`config.mk`:
```
export PLATFORM = sky130hd
export DESIGN_NAME = mdio_slave_if
export DESIGN_NICKNAME = d
export VERILOG_FILES = /design/src/rtl/mdio_slave_if.sv
export SDC_FILE = /design/constraint.sdc
export NUM_CORES = 1
export LEC_CHECK = 0
export CORE_MARGIN = 5
export CORE_UTILIZATION = 57
export CTS_CLUSTER_DIAMETER = 80
export DETAILED_ROUTE_END_ITERATION = 6
export PLACE_DENSITY = 0.91
export SLEW_MARGIN = 25
export SYNTH_ARGS = -nofsm -noshare
export SYNTH_HDL_FRONTEND = slang
export SYNTH_SLANG_ARGS = --single-unit
```
`constraint.sdc`:
```
create_clock -name mclk -period 5.21 [get_ports mclk]
set_input_delay 0.7815 -clock mclk [delete_from_list [all_inputs] [get_ports mclk]]
set_output_delay 0.7815 -clock mclk [all_outputs]
set_load 0.005 [all_outputs]
```
`src/rtl/mdio_slave_if.sv`:
```
// Clause-22 MDIO responder running in the mclk domain: oversamples MDC/MDIO,
// decodes frames for cfg_phy_addr and drives read data. Optional: MDIO_PREAMBLE_SUPPRESS_EN.
module mdio_slave_if #(
    parameter int SYNC_STAGES = 2,
    parameter int PRE_LEN     = 32
) (
    input  logic        mclk,
    input  logic        reset_n,
    input  logic [4:0]  cfg_phy_addr,
    input  logic        mdc,
    input  logic        mdio_in,
    output logic        mdio_out,
    output logic        mdio_out_en,
    output logic        reg_rd_req,
    output logic        reg_wr_req,
    output logic [4:0]  reg_addr,
    output logic [15:0] reg_wdata,
    input  logic [15:0] reg_rdata,
    output logic        frame_err
);

    localparam logic [5:0] PRE_MAX = PRE_LEN[5:0];

    typedef enum logic [2:0] {
        S_IDLE  = 3'd0,
        S_ST    = 3'd1,
        S_OP    = 3'd2,
        S_PHYAD = 3'd3,
        S_REGAD = 3'd4,
        S_TA    = 3'd5,
        S_DATA  = 3'd6
    } state_t;

    state_t state, state_n;
    logic [3:0] bit_cnt, bit_cnt_n;

    logic [SYNC_STAGES-1:0] mdc_sync;
    logic [SYNC_STAGES-1:0] mdio_sync;
    logic        sync_mdc;
    logic        sdin;
    logic        mdc_d;
    logic        rise;
    logic        fall;

    logic [5:0]  pre_cnt;
    logic        pre_ok;
    logic [15:0] sr;
    logic        is_read;
    logic        ignore;
    logic        release_pend;
    logic        drive;

    logic        err_fire;
    logic        op_set;
    logic        op_rd;
    logic        phy_done;
    logic        rd_fire;
    logic        wr_fire;
    logic        rd_last;

    always_ff @(posedge mclk or negedge reset_n) begin
        if (!reset_n) begin
            mdc_sync  <= '0;
            mdio_sync <= '0;
            mdc_d     <= 1'b0;
        end else begin
            mdc_sync  <= {mdc_sync[SYNC_STAGES-2:0], mdc};
            mdio_sync <= {mdio_sync[SYNC_STAGES-2:0], mdio_in};
            mdc_d     <= sync_mdc;
        end
    end

    assign sync_mdc = mdc_sync[SYNC_STAGES-1];
    assign sdin     = mdio_sync[SYNC_STAGES-1];
    assign rise     = sync_mdc & ~mdc_d;
    assign fall     = ~sync_mdc & mdc_d;
    assign drive    = is_read & ~ignore;

`ifdef MDIO_PREAMBLE_SUPPRESS_EN
    assign pre_ok = (pre_cnt != 6'd0);
`else
    assign pre_ok = (pre_cnt == PRE_MAX);
`endif

    always_ff @(posedge mclk or negedge reset_n) begin
        if (!reset_n) begin
            state   <= S_IDLE;
            bit_cnt <= 4'd0;
        end else begin
            state   <= state_n;
            bit_cnt <= bit_cnt_n;
        end
    end

    // Frame decode advances only on sampled MDC rises; bit_cnt counts rises within a field.
    always_comb begin
        state_n   = state;
        bit_cnt_n = bit_cnt;
        err_fire  = 1'b0;
        op_set    = 1'b0;
        op_rd     = 1'b0;
        phy_done  = 1'b0;
        rd_fire   = 1'b0;
        wr_fire   = 1'b0;
        rd_last   = 1'b0;
        if (rise) begin
            case (state)
                S_IDLE: begin
                    bit_cnt_n = 4'd0;
                    if (!sdin && pre_ok) state_n = S_ST;
                end
                S_ST: begin
                    bit_cnt_n = 4'd0;
                    if (sdin) begin
                        state_n = S_OP;
                    end else begin
                        err_fire = 1'b1;
                        state_n  = S_IDLE;
                    end
                end
                S_OP: begin
                    if (bit_cnt == 4'd0) begin
                        bit_cnt_n = 4'd1;
                    end else begin
                        bit_cnt_n = 4'd0;
                        if ({sr[0], sdin} == 2'b10) begin
                            op_set  = 1'b1;
                            op_rd   = 1'b1;
                            state_n = S_PHYAD;
                        end else if ({sr[0], sdin} == 2'b01) begin
                            op_set  = 1'b1;
                            state_n = S_PHYAD;
                        end else begin
                            err_fire = 1'b1;
                            state_n  = S_IDLE;
                        end
                    end
                end
                S_PHYAD: begin
                    if (bit_cnt == 4'd4) begin
                        phy_done  = 1'b1;
                        bit_cnt_n = 4'd0;
                        state_n   = S_REGAD;
                    end else begin
                        bit_cnt_n = bit_cnt + 4'd1;
                    end
                end
                S_REGAD: begin
                    if (bit_cnt == 4'd4) begin
                        rd_fire   = is_read & ~ignore;
                        bit_cnt_n = 4'd0;
                        state_n   = S_TA;
                    end else begin
                        bit_cnt_n = bit_cnt + 4'd1;
                    end
                end
                S_TA: begin
                    if (bit_cnt == 4'd1) begin
                        bit_cnt_n = 4'd0;
                        state_n   = S_DATA;
                    end else begin
                        bit_cnt_n = bit_cnt + 4'd1;
                    end
                end
                S_DATA: begin
                    if (bit_cnt == 4'd15) begin
                        wr_fire   = ~is_read & ~ignore;
                        rd_last   = is_read & ~ignore;
                        bit_cnt_n = 4'd0;
                        state_n   = S_IDLE;
                    end else begin
                        bit_cnt_n = bit_cnt + 4'd1;
                    end
                end
                default: begin
                    bit_cnt_n = 4'd0;
                    state_n   = S_IDLE;
                end
            endcase
        end
    end

    // sr collects OP/PHYAD/write bits on rises and shifts read data out on falls.
    always_ff @(posedge mclk or negedge reset_n) begin
        if (!reset_n) begin
            mdio_out     <= 1'b0;
            mdio_out_en  <= 1'b0;
            reg_rd_req   <= 1'b0;
            reg_wr_req   <= 1'b0;
            reg_addr     <= 5'd0;
            reg_wdata    <= 16'd0;
            frame_err    <= 1'b0;
            pre_cnt      <= 6'd0;
            sr           <= 16'd0;
            is_read      <= 1'b0;
            ignore       <= 1'b0;
            release_pend <= 1'b0;
        end else begin
            reg_rd_req <= rd_fire;
            reg_wr_req <= wr_fire;
            frame_err  <= err_fire;

            if (state != S_IDLE) begin
                pre_cnt <= 6'd0;
            end else if (rise) begin
                if (!sdin) begin
                    pre_cnt <= 6'd0;
                end else if (pre_cnt != PRE_MAX) begin
                    pre_cnt <= pre_cnt + 6'd1;
                end
            end

            if (rise) begin
                if (state == S_OP || state == S_PHYAD || (state == S_DATA && !is_read))
                    sr <= {sr[14:0], sdin};
                if (op_set)
                    is_read <= op_rd;
                if (phy_done)
                    ignore <= ({sr[3:0], sdin} != cfg_phy_addr);
                if (state == S_REGAD)
                    reg_addr <= {reg_addr[3:0], sdin};
                if (wr_fire)
                    reg_wdata <= {sr[14:0], sdin};
                if (rd_last)
                    release_pend <= 1'b1;
            end else if (fall) begin
                if (release_pend) begin
                    mdio_out_en  <= 1'b0;
                    mdio_out     <= 1'b0;
                    release_pend <= 1'b0;
                end else if (drive && state == S_TA && bit_cnt == 4'd1) begin
                    sr          <= reg_rdata;
                    mdio_out_en <= 1'b1;
                    mdio_out    <= 1'b0;
                end else if (drive && state == S_DATA) begin
                    mdio_out <= sr[15];
                    sr       <= {sr[14:0], 1'b0};
                end
            end
        end
    end

endmodule

```
==> results of run 1 <==
==> cells in the final DEF (no fill, tap or decap), types with 8 or more instances in the layout <==
master / netlist / routed
nor2_1: 11 / 11
ha_1: 8 / 8
clkbuf_8: 0 / 10
mux2_2: 45 / 45
mux2_4: 10 / 10
o21ai_0: 12 / 12
nand2_1: 19 / 19
clkdlybuf4s50_1: 0 / 49
inv_1: 9 / 9
dfrtp_1: 63 / 63
==> sequential cells by signal (all words and copies together), names as in the netlist, 2 cells and up <==
register   cells
bit_cnt        4
mdc_sync       2
mdio_sync      2
pre_cnt        6
reg_addr       5
reg_wdata     16
sr            16
state          3
==> power groups by stage <==
stage / clock network, mW / registers [mW] / logic [mW]
after floorplan: 0 / 0.508 / 0.0191
after global placement: 0 / 0.509 / 0.0488
after detailed placement: 0 / 0.510 / 0.0508
after CTS: 0.445 / 0.500 / 0.0517
after global routing: 0.473 / 0.501 / 0.0557
final: 0.440 / 0.500 / 0.0508
==> worst reg2reg max path, cell delays in order (launching register included) <==
cell and delay (ns):
dfrtp_1 0.39, inv_1 0.10, ha_1 0.14, or3b_4 0.38, or4_4 0.52, a2111oi_2 0.37
a21o_1 0.65, mux2_2 0.42
==> logic make-up after synthesis <==
group,count (synthesis),share of synthesized area
AOI/OAI and AO/OA,38,0.0811
and+or+nand+nor,68,0.119
adders and majority gates,8,0.0320
xor gates and xnor gates,6,0.0168
muxes,56,0.213
buffers and inverters,22,0.0355
DFF,63,0.503
==> path summary, 6_finish.rpt <==
kind,to,slack [ns],depth (start not counted),startpoint
worst max-delay path,sr[5],2.14,7,bit_cnt[1]
worst min-delay path,mdio_sync[1],0.35,0,mdio_sync[0]
worst max register to register,sr[5],2.14,7,bit_cnt[1]
worst min register to register,mdio_sync[1],0.35,0,mdio_sync[0]
max in group asynchronous,reg_addr[0],4.10,2,reset_n
min in group asynchronous,pre_cnt[3],0.61,2,reset_n
==> final cells by class <==
| class | instances | share of cell area |
|---|---|---|
| Multi-Input combinational cell | 176 | 0.375 |
| Inverter | 9 | 0.00872 |
| Clock inverter | 6 | 0.0178 |
| Timing Repair Buffer | 52 | 0.133 |
| Clock buffer | 10 | 0.0355 |
| Sequential cell | 63 | 0.407 |
| Tap cell | 72 | 0.0232 |
==> stage by stage <==
| stage | power [mW] | hold slack [ns] |
|---|---|---|
| floorplan | 0.527 | 0.331 |
| global placement | 0.558 | 0.331 |
| detailed placement | 0.560 | 0.335 |
| CTS | 0.996 | 0.350 |
| global route | 1.03 | 0.361 |
| finish | 0.991 | 0.350 |
==> layer usage <==
layer	track usage	vias to the layer above
li1	-	1040
met1	0.260	1086
met2	0.317	77
met3	0.0658	6
met4	0.0629	0
met5	0	-
==> metrics.cfg, run 1 <==
[status]
outcome = finished, final reports clean

[final_layout]
n_antenna_cell = 0
nNetsFinal = 344
multi_input_area_sq_mm = 0.00145
post-route-cell-area_sq_mm = 0.00387
fin_util = 0.712
final_cells = 388
nFillCells = 367
regArea_sq_mm = 0.00158
syn2layout_area_growth_pct = 23.7
drive_above_1_share = 0.256

[drt]
wl_met3_microns = 400
viasPerCell = 5.69
avgRoutedWirePerCell_microns = 17.0
drt-total-wl_mm = 6.60
drtIter0Drc = 212
firstDrtPassIters = 4
post-route-drc-count = 0
met1_length_mm = 2.92
vias = 2209
dr.max_layer_used = met4
ant_nets = 0
wl_met2_mm = 3.22

[clock_tree]
clock_latency_ns = 0.34
post_cts.repair.setup_buffers = 0
cts_resized = 0
numClockSinks = 63
ctsHoldBuffers = 0
htreeDepth = 3
cts_buffer_depth = 2
clk_pin_slew_worst_paths_ns = 0.07
numCtsBuffers = 9
clock-root-buffer = clkbuf_8
cts_tree = yes

[pwr]
seqPwrFrac = 0.505
p_leak_nw = 1.78
p_comb_frac = 0.051
ir_drop_mv = 0.169
p_sw_mw = 0.236
p_per_area_mw_per_mm2 = 256
pwr-share-clk = 0.444
p_sw_frac = 0.239
p_int_mw = 0.754

[hold_path]
worst_hold_path_type = reg -> reg

[logic_synthesis]
syn_nets = 294
syn_avg_cell_area_sq_um = 12.0
async_flop_share = 1.00
ys_seq_elements = 63
yosysSeqAreaShare = 0.503
synth_top_area_cell = dfrtp_1
synth_ff_type = dfrtp_1
synth_area_sq_mm = 0.00313
yosysUniqueCellTypes = 50
synth_common_cells = dfrtp_1 (63), mux2_2 (45), nand2_1 (19), o21ai_0 (12), nor2_1 (11)
synth_area_leaders = dfrtp_1 (50%), mux2_2 (16%), mux2_4 (4.8%)
synth_enable_flop_cells = 0
synth_top_area_frac = 0.503
synthMostInstantiatedCell = dfrtp_1
yosysWarnings = 0
postSynthCellCount = 261

[placed_design]
place_ws_ns = 2.13
place_congestion = 0.833
dpl.hpwl_mm = 4.28
port-buffer-count = 50
dpl_cell_area_sq_mm = 0.00367
dp.cells = 372

[grt]
grt_use_total = 0.200
antenna_found_initial = 0
grt_overflow = 0
grt_pass1_wl_mm = 11.0
grt_max_degree = 64
grt_pass1_vias = 2229

[floorplan]
core_area_sq_mm = 0.00544
die_area_sq_mm = 0.00708
rows = 27
ios = 51
die_w_microns = 84.1
fp.dieH_microns = 84.1
initial_core_util = 0.576

[sta]
skew_ns = 0.00698
rsz0062_at_grt = no
period_needed_ns = 3.07
worst_slew_pin_slew_ns = 0.880
fmax_mhz = 325
finalSetupTns_ns = 0
setup_viol = 0
relSlewSlack = 0.413
finalWorstSetupSlack_ns = 2.14
finalMaxSlewViolations = 0
hold_viol_final = 0
fin_crit_sh = 0.590

[setup_path]
cp.arrival_ns = 3.30
crit_fanout = 16
crit_buf_inv = 1
path_class = reg -> reg
cp_cell_sequence = inv_1 > ha_1 > or3b_4 > or4_4 > a2111oi_2 > a21o_1 > mux2_2
crit_family = compound AO/OA/AOI/OAI gates
max_stage_delay_ns = 0.65
cp.required_ns = 5.44
end_kind = flop
start_kind = flop
cpMaxStageDelayCell = a21o_1

[run]
cap_viol_max_count = 0

Note: power is estimated with default switching activity, not from simulation.
==> run 2: changes to the inputs <==
Settings changed: CORE_UTILIZATION 57 to 48, PLACE_DENSITY 0.91 to 0.83.
Clock period 5.21 ns to 2.7 ns, I/O delays scaled along.
==> run 2 against run 1 <==
Effect of this change:
- clock power grew 60%
- critical path depth grew 1
- critical path type unchanged
- design area grew 2.5%
==> metrics.cfg, run 2 (synthesis results as in run 1) <==
[clock_tree]
ctsHoldBuffers = 0  ; unchanged
clock_latency_ns = 0.34  ; about the same
cts_buffer_depth = 2  ; unchanged
clock-root-buffer = clkbuf_8
numCtsBuffers = 9  ; unchanged
clk_pin_slew_worst_paths_ns = 0.06  ; about the same
cts_tree = yes
numClockSinks = 63  ; unchanged
htreeDepth = 3  ; unchanged

[grt]
grt_pass1_vias = 2349  ; +5.4%
grt_use_total = 0.169  ; -0.0310
grt_overflow = 0  ; unchanged
grt_max_degree = 33  ; -48%
antenna_found_initial = 0  ; unchanged
grt_pass1_wl_mm = 11.4  ; +3.1%

[drt]
drtIter0Drc = 206  ; -2.8%
viasPerCell = 5.58  ; -2.0%
vias = 2259  ; +2.3%
post-route-drc-count = 0  ; unchanged
ant_nets = 0  ; unchanged
avgRoutedWirePerCell_microns = 16.0  ; -6.2%
firstDrtPassIters = 4  ; unchanged
drt-total-wl_mm = 6.46  ; -2.1%

[floorplan]
die_w_microns = 90.8  ; +7.9%
initial_core_util = 0.493  ; -0.0826
ios = 51  ; unchanged
die_area_sq_mm = 0.00824  ; +16%
rows = 29  ; +7.4%
core_area_sq_mm = 0.00635  ; +17%
fp.dieH_microns = 90.8  ; +7.9%

[sta]
fin_crit_sh = 0.975  ; +0.385
setup_viol = 0  ; unchanged
finalSetupTns_ns = 0  ; unchanged
rsz0062_at_grt = yes
finalWorstSetupSlack_ns = 0.0670  ; -2.07 ns
fin_hold_ws_ns = 0.130  ; -0.220 ns
relSlewSlack = 0.505  ; +0.0917
skew_ns = 0.00578  ; -0.00120 ns
fmax_mhz = 380  ; +17%
worst_slew_pin_slew_ns = 0.743  ; -0.137 ns
hold_viol_final = 0  ; unchanged
period_needed_ns = 2.63  ; -0.440 ns
finalMaxSlewViolations = 0  ; unchanged

[final_layout]
layout_common_cells = dfrtp_1 (63), clkdlybuf4s50_1 (49), mux2_2 (43)
drive_above_1_share = 0.284  ; +0.0272
syn2layout_area_growth_pct = 26.8
final_common_cell = dfrtp_1
fin_util = 0.626  ; -0.0868
largestRegisters = reg_wdata (16), sr (16), pre_cnt (6)
n_antenna_cell = 0  ; unchanged
nNetsFinal = 357  ; +3.8%

[setup_path]
start_kind = flop
end_kind = flop
reg2reg_setup_slack_ns = 0.07  ; -2.07 ns
cp.required_ns = 2.92  ; -2.52 ns
path_class = reg -> reg
cp.arrival_ns = 2.86  ; -0.44 ns
crit_fanout = 8  ; -8

[pwr]
ir_drop_mv = 0.342  ; +100%
p_leak_nw = 1.85  ; +3.9%
p_per_area_mw_per_mm2 = 446  ; +74%
total_power_mw = 1.77  ; +79%

[placed_design]
place_congestion = 0.828  ; -0.62%
port-buffer-count = 50  ; unchanged
dpl.hpwl_mm = 4.62  ; +7.8%
place_ws_ns = 0.00436  ; -2.13 ns

[run]
cap_viol_max_count = 0  ; unchanged

[hold_path]
worst_hold_path_type = in -> async

[status]
outcome = finished, final reports clean

## run 2: changes by cell type in the layout (fill, tap and decap cells not counted), moves of 2 or more
cell	previous run	this run
buf_4	1	12
clkinv_2	0	3
clkinvlp_4	4	1
mux2_2	45	43
mux2_4	10	12
## run 2: routing by layer
metal | wire length [microns] | part of all wire | GRT usage | vias to the layer above
li1 | - | - | - | 1060
met1 | 2940 | 0.45 | 0.231 | 1117
met2 | 3060 | 0.47 | 0.251 | 73
met3 | 378 | 0.058 | 0.0467 | 9
met4 | 89 | 0.014 | 0.0697 | 0
met5 | 0 | 0 | 0 | -
## run 2: per-stage QoR
step	instances	cell area [sq um]
2_1_floorplan	261	3130
3_3_place_gp	388	3770
3_5_place_dp	388	3770
4_1_cts	403	3930
5_1_grt	405	3970
6_report	405	3970
## run 2: final timing paths
check | from | endpoint | depth (start not counted)
setup / recovery | bit_cnt[1] | sr[5] | 8
hold / removal | reset_n | reg_wdata[4] | 1
setup reg to reg | bit_cnt[1] | sr[5] | 8
hold reg to reg | mdc_sync[0] | mdc_sync[1] | 0
max in group asynchronous | reset_n | reg_addr[2] | 2
min in group mclk | mdc_sync[0] | mdc_sync[1] | 0
## run 2: final cells by class
class | count | area, sq um
well taps | 77 | 96.3
multi-input cells | 176 | 1470
fillers | 493 | 2380
clock buffers | 11 | 141
flip-flops and latches | 63 | 1580
inverters | 9 | 33.8
clock inverters | 4 | 22.5
repair buffers | 65 | 628
## run 2: worst max-delay path, cell delays in order, from the launching register on
cell       delay, ns
dfrtp_1         0.39
inv_2           0.07
ha_1            0.13
or3b_4          0.38
or4_4           0.58
a2111oi_4       0.30
a21o_1          0.16
buf_6           0.16
mux2_2          0.33
## run 2: what timing repair did
item,4_1_cts,5_1_grt
pin swaps,0,2
endpoints found under the hold margin,0,0
resized for setup,1,5
endpoints found under the setup margin,1,16
setup buffers,0,2
## run 2: power by group
| part | switching [mW] | total, mW | leakage (nW) | internal, mW |
|---|---|---|---|---|
| Sequential | 0.0125 | 0.966 | 0.867 | 0.954 |
| Clock | 0.354 | 0.702 | 0.0850 | 0.348 |
| Combinational | 0.0495 | 0.101 | 0.897 | 0.0519 |
==> run 3: changes to the inputs <==
Clock period 2.7 ns to 2.1 ns, I/O delays scaled along.
==> run 3 against run 2 <==
Effect of this change:
- the run now ends with negative setup slack left
- design area grew 9.2%
- total power grew 39%
- flip-flop and latch count is the same
- fmax grew 4.1%
- non-clock buffer count grew 22
- clock skew grew 0.0049 ns
- worst hold slack gained 0.22 ns
- routed wire length grew 8.4%
- sequential share of layout area shrank 3.3 points
- global-route usage grew 0.51 points
- clock power grew 55%
- setup slack lost 0.50 ns
- critical path type unchanged
- largest cell class unchanged
- largest power group unchanged
==> metrics.cfg, run 3 (synthesis results as in run 1) <==
[final_layout]
final_cells = 428  ; +5.7%
final_common_cell = dfrtp_1
n_antenna_cell = 0  ; unchanged
drive_above_1_share = 0.348  ; +0.0640
syn2layout_area_growth_pct = 38.4
largestRegisters = reg_wdata (16), sr (16), pre_cnt (6)
layout_common_cells = dfrtp_1 (63), clkdlybuf4s50_1 (49), mux2_2 (42)
post-route-cell-area_sq_mm = 0.00434  ; +9.2%
nNetsFinal = 379  ; +6.2%

[floorplan]
die_w_microns = 90.8  ; unchanged
core_area_sq_mm = 0.00635  ; unchanged
fp.dieH_microns = 90.8  ; unchanged
ios = 51  ; unchanged
rows = 29  ; unchanged
die_area_sq_mm = 0.00824  ; unchanged
initial_core_util = 0.493  ; unchanged

[drt]
post-route-drc-count = 0  ; unchanged
ant_nets = 0  ; unchanged
viasPerCell = 5.54  ; -0.77%
firstDrtPassIters = 4  ; unchanged
drtIter0Drc = 265  ; +29%
vias = 2369  ; +4.9%
avgRoutedWirePerCell_microns = 16.4  ; +2.6%
drt-total-wl_mm = 7.01  ; +8.4%

[grt]
busiest_layer = met2
grt_pass1_vias = 2370  ; +0.89%
grt_overflow = 0  ; unchanged
grtUsageMet2 = 0.272  ; +0.0206
grt_max_degree = 64  ; +94%
grt_pass1_wl_mm = 11.5  ; +1.1%
grt_use_total = 0.174  ; +0.00506
grt_util_met1 = 0.225  ; -0.00654
antenna_found_initial = 0  ; unchanged
gr-usage-met3 = 0.0467  ; unchanged

[clock_tree]
numCtsBuffers = 9  ; unchanged
htreeDepth = 3  ; unchanged
cts_buffer_depth = 2  ; unchanged
numClockSinks = 63  ; unchanged
clock_latency_ns = 0.35  ; about the same
clk_pin_slew_worst_paths_ns = 0.07  ; about the same
clock-root-buffer = clkbuf_8
cts_tree = yes

[pwr]
p_leak_nw = 2.00  ; +8.0%
p_int_mw = 1.91  ; +41%
p_sw_mw = 0.554  ; +33%
p_comb_frac = 0.057  ; about the same
total_power_mw = 2.47  ; +39%
seqPwrFrac = 0.502  ; -0.044
p_sw_frac = 0.225  ; -0.0105
p_per_area_mw_per_mm2 = 569  ; +28%
pwr-share-clk = 0.441  ; +0.044
ir_drop_mv = 0.495  ; +45%

[sta]
finalSetupTns_ns = -6.69  ; -6.69 ns
worst_slew_pin_slew_ns = 0.381  ; -0.362 ns
relSlewSlack = 0.744  ; +0.239
rsz0062_at_grt = yes
fin_crit_sh = 1.20  ; +0.230
setup_viol = 17  ; +17
hold_viol_final = 0  ; unchanged
fmax_mhz = 395  ; +4.1%
finalMaxSlewViolations = 0  ; unchanged
period_needed_ns = 2.53  ; -0.103 ns
finalWorstSetupSlack_ns = -0.430  ; -0.497 ns
skew_ns = 0.0107  ; +0.00490 ns

[status]
violations = negative setup slack
outcome = complete, but fails checks

[hold_path]
worst_hold_path_type = reg -> reg

[placed_design]
place_congestion = 0.824  ; -0.53%
place_ws_ns = -0.420  ; -0.424 ns
port-buffer-count = 50  ; unchanged
dp.cells = 400  ; +3.1%
dpl.hpwl_mm = 4.72  ; +2.2%
dpl_cell_area_sq_mm = 0.00394  ; +4.6%

[run]
cap_viol_max_count = 0  ; unchanged

[setup_path]
end_kind = flop
crit_fanout = 5  ; -3
cp.arrival_ns = 2.75  ; -0.11 ns
cp.required_ns = 2.32  ; -0.60 ns
path_class = reg -> reg
reg2reg_setup_slack_ns = -0.43  ; -0.50 ns
start_kind = flop

-- run 3: worst paths after layout --
| check | start | to | depth (start not counted) |
|---|---|---|---|
| setup / recovery | bit_cnt[1] | sr[2] | 8 |
| hold / removal | mdc_sync[0] | mdc_sync[1] | 0 |
| setup reg to reg | bit_cnt[1] | sr[2] | 8 |
| hold reg to reg | mdc_sync[0] | mdc_sync[1] | 0 |
| max in group asynchronous | reset_n | reg_wdata[2] | 3 |
| min in group asynchronous | reset_n | frame_err | 3 |
-- run 3: power by group through the flow --
| stage | registers (mW) | logic [mW] | clock network, mW |
|---|---|---|---|
| after floorplan | 1.26 | 0.0491 | 0 |
| after global placement | 1.26 | 0.136 | 0 |
| after detailed placement | 1.26 | 0.140 | 0 |
| after CTS | 1.24 | 0.142 | 1.11 |
| after global routing | 1.24 | 0.156 | 1.16 |
| final | 1.24 | 0.141 | 1.09 |
-- run 3: per-stage QoR --
| step | utilization | hold slack, ns |
|---|---|---|
| detailed placement | 0.620 | 0.335 |
| global placement | 0.620 | 0.333 |
| floorplan | - | 0.0194 |
| CTS | 0.673 | 0.352 |
| finish | 0.683 | 0.349 |
| global route | 0.683 | 0.376 |
-- run 3: timing repair --
| action | CTS | global route |
|---|---|---|
| hold endpoints to repair | 63 | 0 |
| gates cloned | 0 | 2 |
| endpoints found under the setup margin | 19 | 38 |
| setup buffers | 10 | 3 |
| pin swaps | 4 | 5 |
| hold buffers | 1 | 0 |
| gates resized for setup | 12 | 7 |
-- run 3: final cells by class --
cell class	instances	area [sq um]
clock buffer	12	155
clock inverter	4	53.8
fill	445	2010
inverter	9	33.8
multi-input combinational	176	1550
sequential	63	1580
tap	77	96.3
timing repair buffer	87	871
-- run 3: layer usage --
| layer | vias up | wire length [microns] |
|---|---|---|
| met3 | 11 | 411 |
| met5 | - | 0 |
| met2 | 69 | 3370 |
| li1 | 1106 | - |
| met4 | 0 | 144 |
| met1 | 1183 | 3080 |
-- run 3: critical path: stages, from the launching register on --
cell	delay [ns]
dfrtp_1	0.38
inv_2	0.08
ha_4	0.11
or3b_4	0.38
or4_4	0.48
a2111oi_4	0.30
a21o_1	0.21
buf_6	0.15
mux2_2	0.33
